**src/rtl/pcs_pkg.sv**
```systemverilog
// Shared types and constants for the PCS TX sequencing logic.
package pcs_pkg;

  localparam int PCS_SEQ_W = 6;
  localparam logic [PCS_SEQ_W-1:0] PCS_PAUSE_SEQ = 6'd32;

  typedef enum logic [1:0] {
    ST_IDLE  = 2'd0,
    ST_ALIGN = 2'd1,
    ST_RUN   = 2'd2
  } pcs_state_e;

  // Sync-header placement: 64-bit beats carry a header every beat, 32-bit beats every other beat.
  function automatic logic pcs_hdr_beat(input logic [PCS_SEQ_W-1:0] seq, input logic wide);
    logic hdr;
    if (seq == PCS_PAUSE_SEQ) begin
      hdr = 1'b0;
    end else if (wide) begin
      hdr = 1'b1;
    end else begin
      hdr = ~seq[0];
    end
    return hdr;
  endfunction

endpackage

```
**src/rtl/pcs_sat_counter.sv**
```systemverilog
// Saturating up-counter with synchronous active-low reset.
module pcs_sat_counter #(
  parameter int WIDTH = 32
) (
  input  logic             clk,
  input  logic             rst_n,
  input  logic             inc,
  output logic [WIDTH-1:0] count
);

  localparam logic [WIDTH-1:0] CNT_MAX = {WIDTH{1'b1}};
  localparam logic [WIDTH-1:0] CNT_ONE = {{(WIDTH-1){1'b0}}, 1'b1};

  // Count state: holds at all-ones instead of wrapping.
  always_ff @(posedge clk) begin
    if (!rst_n) begin
      count <= {WIDTH{1'b0}};
    end else if (inc && (count != CNT_MAX)) begin
      count <= count + CNT_ONE;
    end else begin
      count <= count;
    end
  end

endmodule

```
**src/rtl/pcs_tx_seq_ctrl.sv**
```systemverilog
// 64b/66b TX gearbox sequencer: IDLE/ALIGN/RUN control, sequence, header and MAC pause.
// Optional block statistics enabled by defining PCS_TX_STATS_EN.
module pcs_tx_seq_ctrl
  import pcs_pkg::*;
#(
  parameter int DATA_WIDTH   = 32,
  parameter int ALIGN_CYCLES = 16
) (
  input  logic                 gty_tx_usr_clk,
  input  logic                 gty_tx_usr_reset,
  input  logic                 i_gty_tx_ready,
  input  logic                 i_xgmii_valid,
  output logic [PCS_SEQ_W-1:0] o_gb_sequence,
  output logic                 o_gb_hdr_beat,
  output logic                 o_xgmii_pause,
  output logic                 o_tx_active,
  output logic [31:0]          o_blk_count
);

  localparam logic       WIDE       = (DATA_WIDTH == 64);
  localparam logic [7:0] ALIGN_LAST = 8'(ALIGN_CYCLES - 1);

  pcs_state_e           state;
  pcs_state_e           state_nxt;
  logic [7:0]           align_cnt;
  logic [7:0]           align_cnt_nxt;
  logic [PCS_SEQ_W-1:0] seq_nxt;
  logic                 run_nxt;

  // Next-state, alignment count and sequence; a ready drop always wins over the wrap.
  always_comb begin
    state_nxt     = state;
    align_cnt_nxt = align_cnt;
    seq_nxt       = o_gb_sequence;
    case (state)
      ST_IDLE: begin
        align_cnt_nxt = 8'd0;
        seq_nxt       = 6'd0;
        if (i_gty_tx_ready) begin
          state_nxt = ST_ALIGN;
        end else begin
          state_nxt = ST_IDLE;
        end
      end
      ST_ALIGN: begin
        seq_nxt = 6'd0;
        if (!i_gty_tx_ready) begin
          state_nxt     = ST_IDLE;
          align_cnt_nxt = 8'd0;
        end else if (align_cnt == ALIGN_LAST) begin
          state_nxt     = ST_RUN;
          align_cnt_nxt = 8'd0;
        end else begin
          state_nxt     = ST_ALIGN;
          align_cnt_nxt = align_cnt + 8'd1;
        end
      end
      ST_RUN: begin
        align_cnt_nxt = 8'd0;
        if (!i_gty_tx_ready) begin
          state_nxt = ST_IDLE;
          seq_nxt   = 6'd0;
        end else if (o_gb_sequence == PCS_PAUSE_SEQ) begin
          state_nxt = ST_RUN;
          seq_nxt   = 6'd0;
        end else begin
          state_nxt = ST_RUN;
          seq_nxt   = o_gb_sequence + 6'd1;
        end
      end
      default: begin
        state_nxt     = ST_IDLE;
        align_cnt_nxt = 8'd0;
        seq_nxt       = 6'd0;
      end
    endcase
    run_nxt = (state_nxt == ST_RUN);
  end

  // State and registered outputs, decoded from the next state so they line up with it.
  always_ff @(posedge gty_tx_usr_clk) begin
    if (!gty_tx_usr_reset) begin
      state         <= ST_IDLE;
      align_cnt     <= 8'd0;
      o_gb_sequence <= 6'd0;
      o_xgmii_pause <= 1'b1;
      o_gb_hdr_beat <= 1'b0;
      o_tx_active   <= 1'b0;
    end else begin
      state         <= state_nxt;
      align_cnt     <= align_cnt_nxt;
      o_gb_sequence <= seq_nxt;
      o_xgmii_pause <= ~run_nxt | (seq_nxt == PCS_PAUSE_SEQ);
      o_gb_hdr_beat <= run_nxt & pcs_hdr_beat(seq_nxt, WIDE);
      o_tx_active   <= run_nxt;
    end
  end

`ifdef PCS_TX_STATS_EN
  logic blk_inc;

  assign blk_inc = o_tx_active & o_gb_hdr_beat & i_xgmii_valid;

  pcs_sat_counter #(
    .WIDTH(32)
  ) u_blk_cnt (
    .clk   (gty_tx_usr_clk),
    .rst_n (gty_tx_usr_reset),
    .inc   (blk_inc),
    .count (o_blk_count)
  );
`else
  logic unused_valid;

  assign unused_valid = i_xgmii_valid;
  assign o_blk_count  = 32'd0;
`endif

endmodule

```
**config.mk**
```make
export PLATFORM = sky130hd
export DESIGN_NAME = pcs_tx_seq_ctrl
export DESIGN_NICKNAME = d
export VERILOG_FILES = /design/src/rtl/pcs_pkg.sv /design/src/rtl/pcs_sat_counter.sv /design/src/rtl/pcs_tx_seq_ctrl.sv
export SDC_FILE = /design/constraint.sdc
export NUM_CORES = 1
export LEC_CHECK = 0
export CORE_ASPECT_RATIO = 2
export CORE_MARGIN = 4
export CORE_UTILIZATION = 42
export DETAILED_ROUTE_END_ITERATION = 10
export PLACE_DENSITY = 0.85
export RECOVER_POWER = 50
export SYNTH_ARGS = -nofsm -noshare
export SYNTH_HDL_FRONTEND = slang
export SYNTH_SLANG_ARGS = --single-unit
```
**constraint.sdc**
```tcl
create_clock -name gty_tx_usr_clk -period 1.9 [get_ports gty_tx_usr_clk]
set_clock_uncertainty 0.1 [all_clocks]
set_input_delay 0.38 -clock gty_tx_usr_clk [delete_from_list [all_inputs] [get_ports gty_tx_usr_clk]]
set_output_delay 0.38 -clock gty_tx_usr_clk [all_outputs]
set_load 0.03 [all_outputs]
```
# Yosys cells after proc, flatten, opt, wreduce, memory -nomap -nowiden
# Index checks and enable logic that the tools add are counted.
dict set report classes {
  reduce_logical 2
  bitwise 7
  eq_ne 6
  mux 10
  addsub 2
}
# op count
set op_table {}
lappend op_table {{two-way mux 6 bit} 3}
lappend op_table {{== test 6 bit (second input constant)} 2}
lappend op_table {{adder 8 x 1 -> 8 bit (second input constant)} 1}
lappend op_table {{== test 8 x 4 -> 1 bit (second input constant)} 1}
lappend op_table {{adder 6 x 1 -> 6 bit (second input constant)} 1}
lappend op_table {{two-way mux 2 bit} 3}
lappend op_table {{one-hot mux 2 bit (3 select lines)} 1}
lappend op_table {{NOT 1 bit} 5}
lappend op_table {{== test 2 bit (second input constant)} 2}
lappend op_table {{OR reduction 4 bit} 1}
lappend op_table {{two-way mux 1 bit} 3}
lappend op_table {{== test 2 x 1 -> 1 bit (second input constant)} 1}
lappend op_table {{logical NOT 2 bit} 1}
lappend op_table {{bitwise AND 1 bit} 1}
lappend op_table {{bitwise OR 1 bit} 1}
dict set report totals {
  elab_cells 33
  regBits 19
}

# Depth between registers and ports, before layout
dict set report depth {
  depth_word 8
  ltp_mapped 6
  ltp_nobuf 6
}

# Worst setup path before layout
# Ideal clock, no wire load.
dict set report synth_path {
  path_kind {register to register}
  start {register o_gb_sequence[3]}
  end {register o_gb_hdr_beat}
  path_buffers 1
  arrival_ns 1.565
  setup_ns 0.129
  t_required_ns 1.671
  path_slack_ns 0.106
  path_stages_with_launch 6
  synth_period_minus_slack_ns 1.794
  path_cell_list {dfxtp_1 -> buf_4 -> nand2_1 -> or3_1 -> a2111oi_0 -> o21ai_1}
}
dict set report synth_between {
  elab_chain_cells 8
}
# element line_no
set synth_lines {}
lappend synth_lines {{from (decl)} pcs_tx_seq_ctrl.sv:13} ;# output logic [PCS_SEQ_W-1:0] o_gb_sequence,
lappend synth_lines {{from (signal assigned)} pcs_tx_seq_ctrl.sv:92} ;# o_gb_sequence <= seq_nxt;
lappend synth_lines {{adder 6 x 1 -> 6 bit or == test 6 bit (tied branches)} {pcs_tx_seq_ctrl.sv:68, pcs_tx_seq_ctrl.sv:63}}
lappend synth_lines {{two-way mux 6 bit (*)} pcs_tx_seq_ctrl.sv:63} ;# end else if (o_gb_sequence == PCS_PAUSE_SEQ) begin
lappend synth_lines {{two-way mux 6 bit (*)} pcs_tx_seq_ctrl.sv:60} ;# if (!i_gty_tx_ready) begin
lappend synth_lines {{two-way mux 6 bit (*)} pcs_tx_seq_ctrl.sv:35} ;# case (state)
lappend synth_lines {{== test 6 bit or NOT 1 bit (tied branches)} {pcs_pkg.sv:16, pcs_pkg.sv:21}}
lappend synth_lines {{two-way mux 1 bit (*)} pcs_pkg.sv:16} ;# if (seq == PCS_PAUSE_SEQ) begin
lappend synth_lines {{two-way mux 1 bit (*)} pcs_tx_seq_ctrl.sv:82} ;# if (!gty_tx_usr_reset) begin
lappend synth_lines {{bitwise AND 1 bit (*)} pcs_tx_seq_ctrl.sv:94} ;# o_gb_hdr_beat <= run_nxt & pcs_hdr_beat(seq_nxt, WIDE);
lappend synth_lines {{to (signal assigned)} pcs_tx_seq_ctrl.sv:94}
lappend synth_lines {{to (decl)} pcs_tx_seq_ctrl.sv:14} ;# output logic o_gb_hdr_beat,
# Every way passes the cells marked *; elsewhere a longest branch is shown, timed or not. The select of a mux whose other input is x is not followed.
# A chain may end at the register's enable or synchronous reset.

# Worst setup path in the final report
dict set report layout_path {
  start {register o_gb_sequence[5]}
  end {output port o_gb_sequence[5]}
}
# No word-level cell between the ends.

==> results.sh <==
export IMPL_status="finished, final reports clean"
export IMPL_cts_buffers=3
export IMPL_detail_route_wl_per_cell_um=11.1
export IMPL_die_area_um2=3570
export IMPL_drv_cap=0
export IMPL_drcViolationCount=0
export IMPL_crit_fanout=4
export IMPL_ys_top_cells_by_area="dfxtp_1, buf_4, xnor2_1"
export IMPL_finalCriticalPeriod_ps=1780
export IMPL_hold_slack_ps=353
export IMPL_rr_worst_depth=4
export IMPL_rsz0062_at_grt="false"
export IMPL_portBuffers=11
export IMPL_area_growth_syn_to_layout_pct=3.51
export IMPL_place_congestion=0.745
export IMPL_crit_end="o_gb_sequence[5]"
export IMPL_drt_iter0_drc=4
export IMPL_nets=144
export IMPL_yosys_area_share_adder_pct=3.39
export IMPL_nFillCells=265
export IMPL_syn_area_um2=1110
export IMPL_slew_headroom_pct=51.8
export IMPL_synthFlopType="dfxtp_1"
export IMPL_setup_slack_ps=118
export IMPL_synth_simple_area_share_pct=20.7
export IMPL_synth_top_family_by_area="buffers and inverters"
export IMPL_dp_final_hpwl_um=1510
export IMPL_yosys_warnings=0
export IMPL_synth_common_cells="buf_4, dfxtp_1, nor2_1"
export IMPL_grtUsageTotal_pct=11.3
export IMPL_crit_required_ps=1420
export IMPL_worstSetupStartpointType="flop"
export IMPL_drive_gt1_share_pct=5.88
export IMPL_cts_tree="done"
export IMPL_antenna_cells=0
export IMPL_antenna_found_initial=0
export IMPL_synth_most_common_cell="buf_4"
export IMPL_synth_avg_cell_area_um2=8.99
export IMPL_synth_xor_area_share_pct=7.13
export IMPL_hold_viol_final=0
export IMPL_hp_class="flop to flop"
export IMPL_yosysTopAreaCellShare_pct=34.4
export IMPL_via_per_inst=4.51
export IMPL_clockRootBuffer="clkbuf_8"
export IMPL_worstMarginPinSlew_ps=714
export IMPL_ctsLongestPathBuffers=2
export IMPL_path_depth=1
export IMPL_vdd_drop_max_mv=0.424
export IMPL_cts_hold_fix_buffers=0
export IMPL_ys_seq_area_share_pct=34.4
export IMPL_cp_slowest_cell="clkdlybuf4s50_1"
export IMPL_synthMuxAreaShare_pct=0
export IMPL_synth_compound_area_share_pct=9.50
export IMPL_crit_arrival_ps=1300
export IMPL_r2r_end="o_gb_hdr_beat$_SDFF_PN0_"
export IMPL_ant_nets=0
export IMPL_path_class="flop to output port"
export IMPL_coreArea_um2=2540
export IMPL_crit_chain="clkdlybuf4s50_1"
export IMPL_start_util_pct=43.6
export IMPL_min_delay_start="align_cnt[0]$_SDFF_PP0_"
export IMPL_post_cts_buffers=0
export IMPL_cts_sinks=19
export IMPL_end_kind="output port"
export IMPL_num_vias=740
export IMPL_cts_htree_levels=1
export IMPL_yosys_area_top_type="dfxtp_1"
export IMPL_grt_pass1_vias=725
export IMPL_fmax_mhz=561
export IMPL_post_route_period_util_pct=93.8
export IMPL_cp_top_family="buffers and inverters"
export IMPL_wirelength_um=1820
export IMPL_synth_edff_count=0
export IMPL_r2r_start="o_gb_sequence[3]$_SDFF_PN0_"
export IMPL_total_power_mw=0.776
export IMPL_synthCells=123
export IMPL_setup_viol=0
export IMPL_die_x_um=44.3
export IMPL_die_h_um=80.6
export IMPL_overflow=0
export IMPL_slowest_delay_ps=690
export IMPL_grt_max_degree=11
export IMPL_clk_pin_slew_worst_paths_ps=70
export IMPL_dr_pass1_iters=4
export IMPL_critPathLaunch="o_gb_sequence[5]$_SDFF_PN0_"
export IMPL_dp_slack_ps=59.8
export IMPL_grt_pass1_wl_um=2950
export IMPL_insertion_delay_ps=260
export IMPL_synth_distinct_cells=34
export IMPL_regToRegSetupSlack_ps=140
export IMPL_row_count=26
export IMPL_async_flop_share_pct=0
export IMPL_p_leak_nw=0.455
export IMPL_ios=45
export IMPL_setup_tns_final_ps=0
export IMPL_ys_seq_elements=19
export IMPL_power_density_nw_per_um2=678
export IMPL_crit_buf_inv=1
export IMPL_maxSlewViolCount=0
[per-stage QoR]
stage	util, %	std cells	area [µm²]
2_1_floorplan	-	154	1220
3_3_place_gp	44.2	160	1120
3_5_place_dp	44.2	160	1120
4_1_cts	45.9	164	1160
5_1_grt	45.1	164	1140
6_report	45.1	164	1140
[area by class of cell]
class                   instances  area (µm²)  share of cell area [%]
clock buffers                   4        45.0                    3.93
inverters                       3        11.3                   0.984
multi-input cells              97         562                    49.1
flip-flops and latches         19         380                    33.2
well taps                      28        35.0                    3.06
repair buffers                 13         111                    9.73
[repair_timing]
item | 4_1_cts | 5_1_grt
hold endpoints to repair | 0 | 0
gates resized for setup | 3 | 1
setup endpoints to repair | 3 | 1
gates cloned | 0 | 0
[kinds of logic (layout without fill, tap and decap cells)]
group / after synthesis / in the layout
fa+ha+maj: 3 / 3
xor+xnor: 9 / 9
simple gates: 41 / 41
other cells: 1 / 32
buf+inv: 38 / 20
flops: 19 / 19
compound gates: 12 / 12
[metal layers]
| metal | vias to the layer above | track usage (%) | part of all wire, % |
|---|---|---|---|
| met2 | 30 | 21.8 | 58 |
| met5 | - | 0 | 0 |
| met3 | 5 | 2.24 | 7.4 |
| met1 | 332 | 9.30 | 32 |
| li1 | 373 | - | - |
| met4 | 0 | 7.85 | 2.8 |
[state kept, by name, indices dropped and copies added, names as in the netlist]
register	cells
o_tx_active	1
o_xgmii_pause	1
o_gb_sequence	6
o_gb_hdr_beat	1
align_cnt	8
state	2
[cell usage in the layout (no fill, tap or decap), drive strengths merged, types with 5 or more instances in the layout]
cell type,Yosys,final
conb,1,32
dfxtp,19,19
nor2,13,13
nand2,8,8
xnor2,6,6
clkdlybuf4s50,0,6
clkbuf,0,6
nand3,5,5
[worst min path at each step]
stage                                    to  cells after the start  slack (ps)
floorplan           align_cnt[0]$_SDFF_PP0_                      1         320
global placement    align_cnt[0]$_SDFF_PP0_                      1         330
detailed placement  align_cnt[0]$_SDFF_PP0_                      1         350
CTS                 align_cnt[0]$_SDFF_PP0_                      1         360
global route        align_cnt[0]$_SDFF_PP0_                      1         380
finish              align_cnt[0]$_SDFF_PP0_                      1         350
[report_power, final]
part	leakage [nW]	switching, mW	internal [mW]
sequential	0.153	0.00223	0.400
combinational	0.279	0.0899	0.00583
clock	0.0228	0.129	0.149
Note: power is estimated with default switching activity, not from simulation.
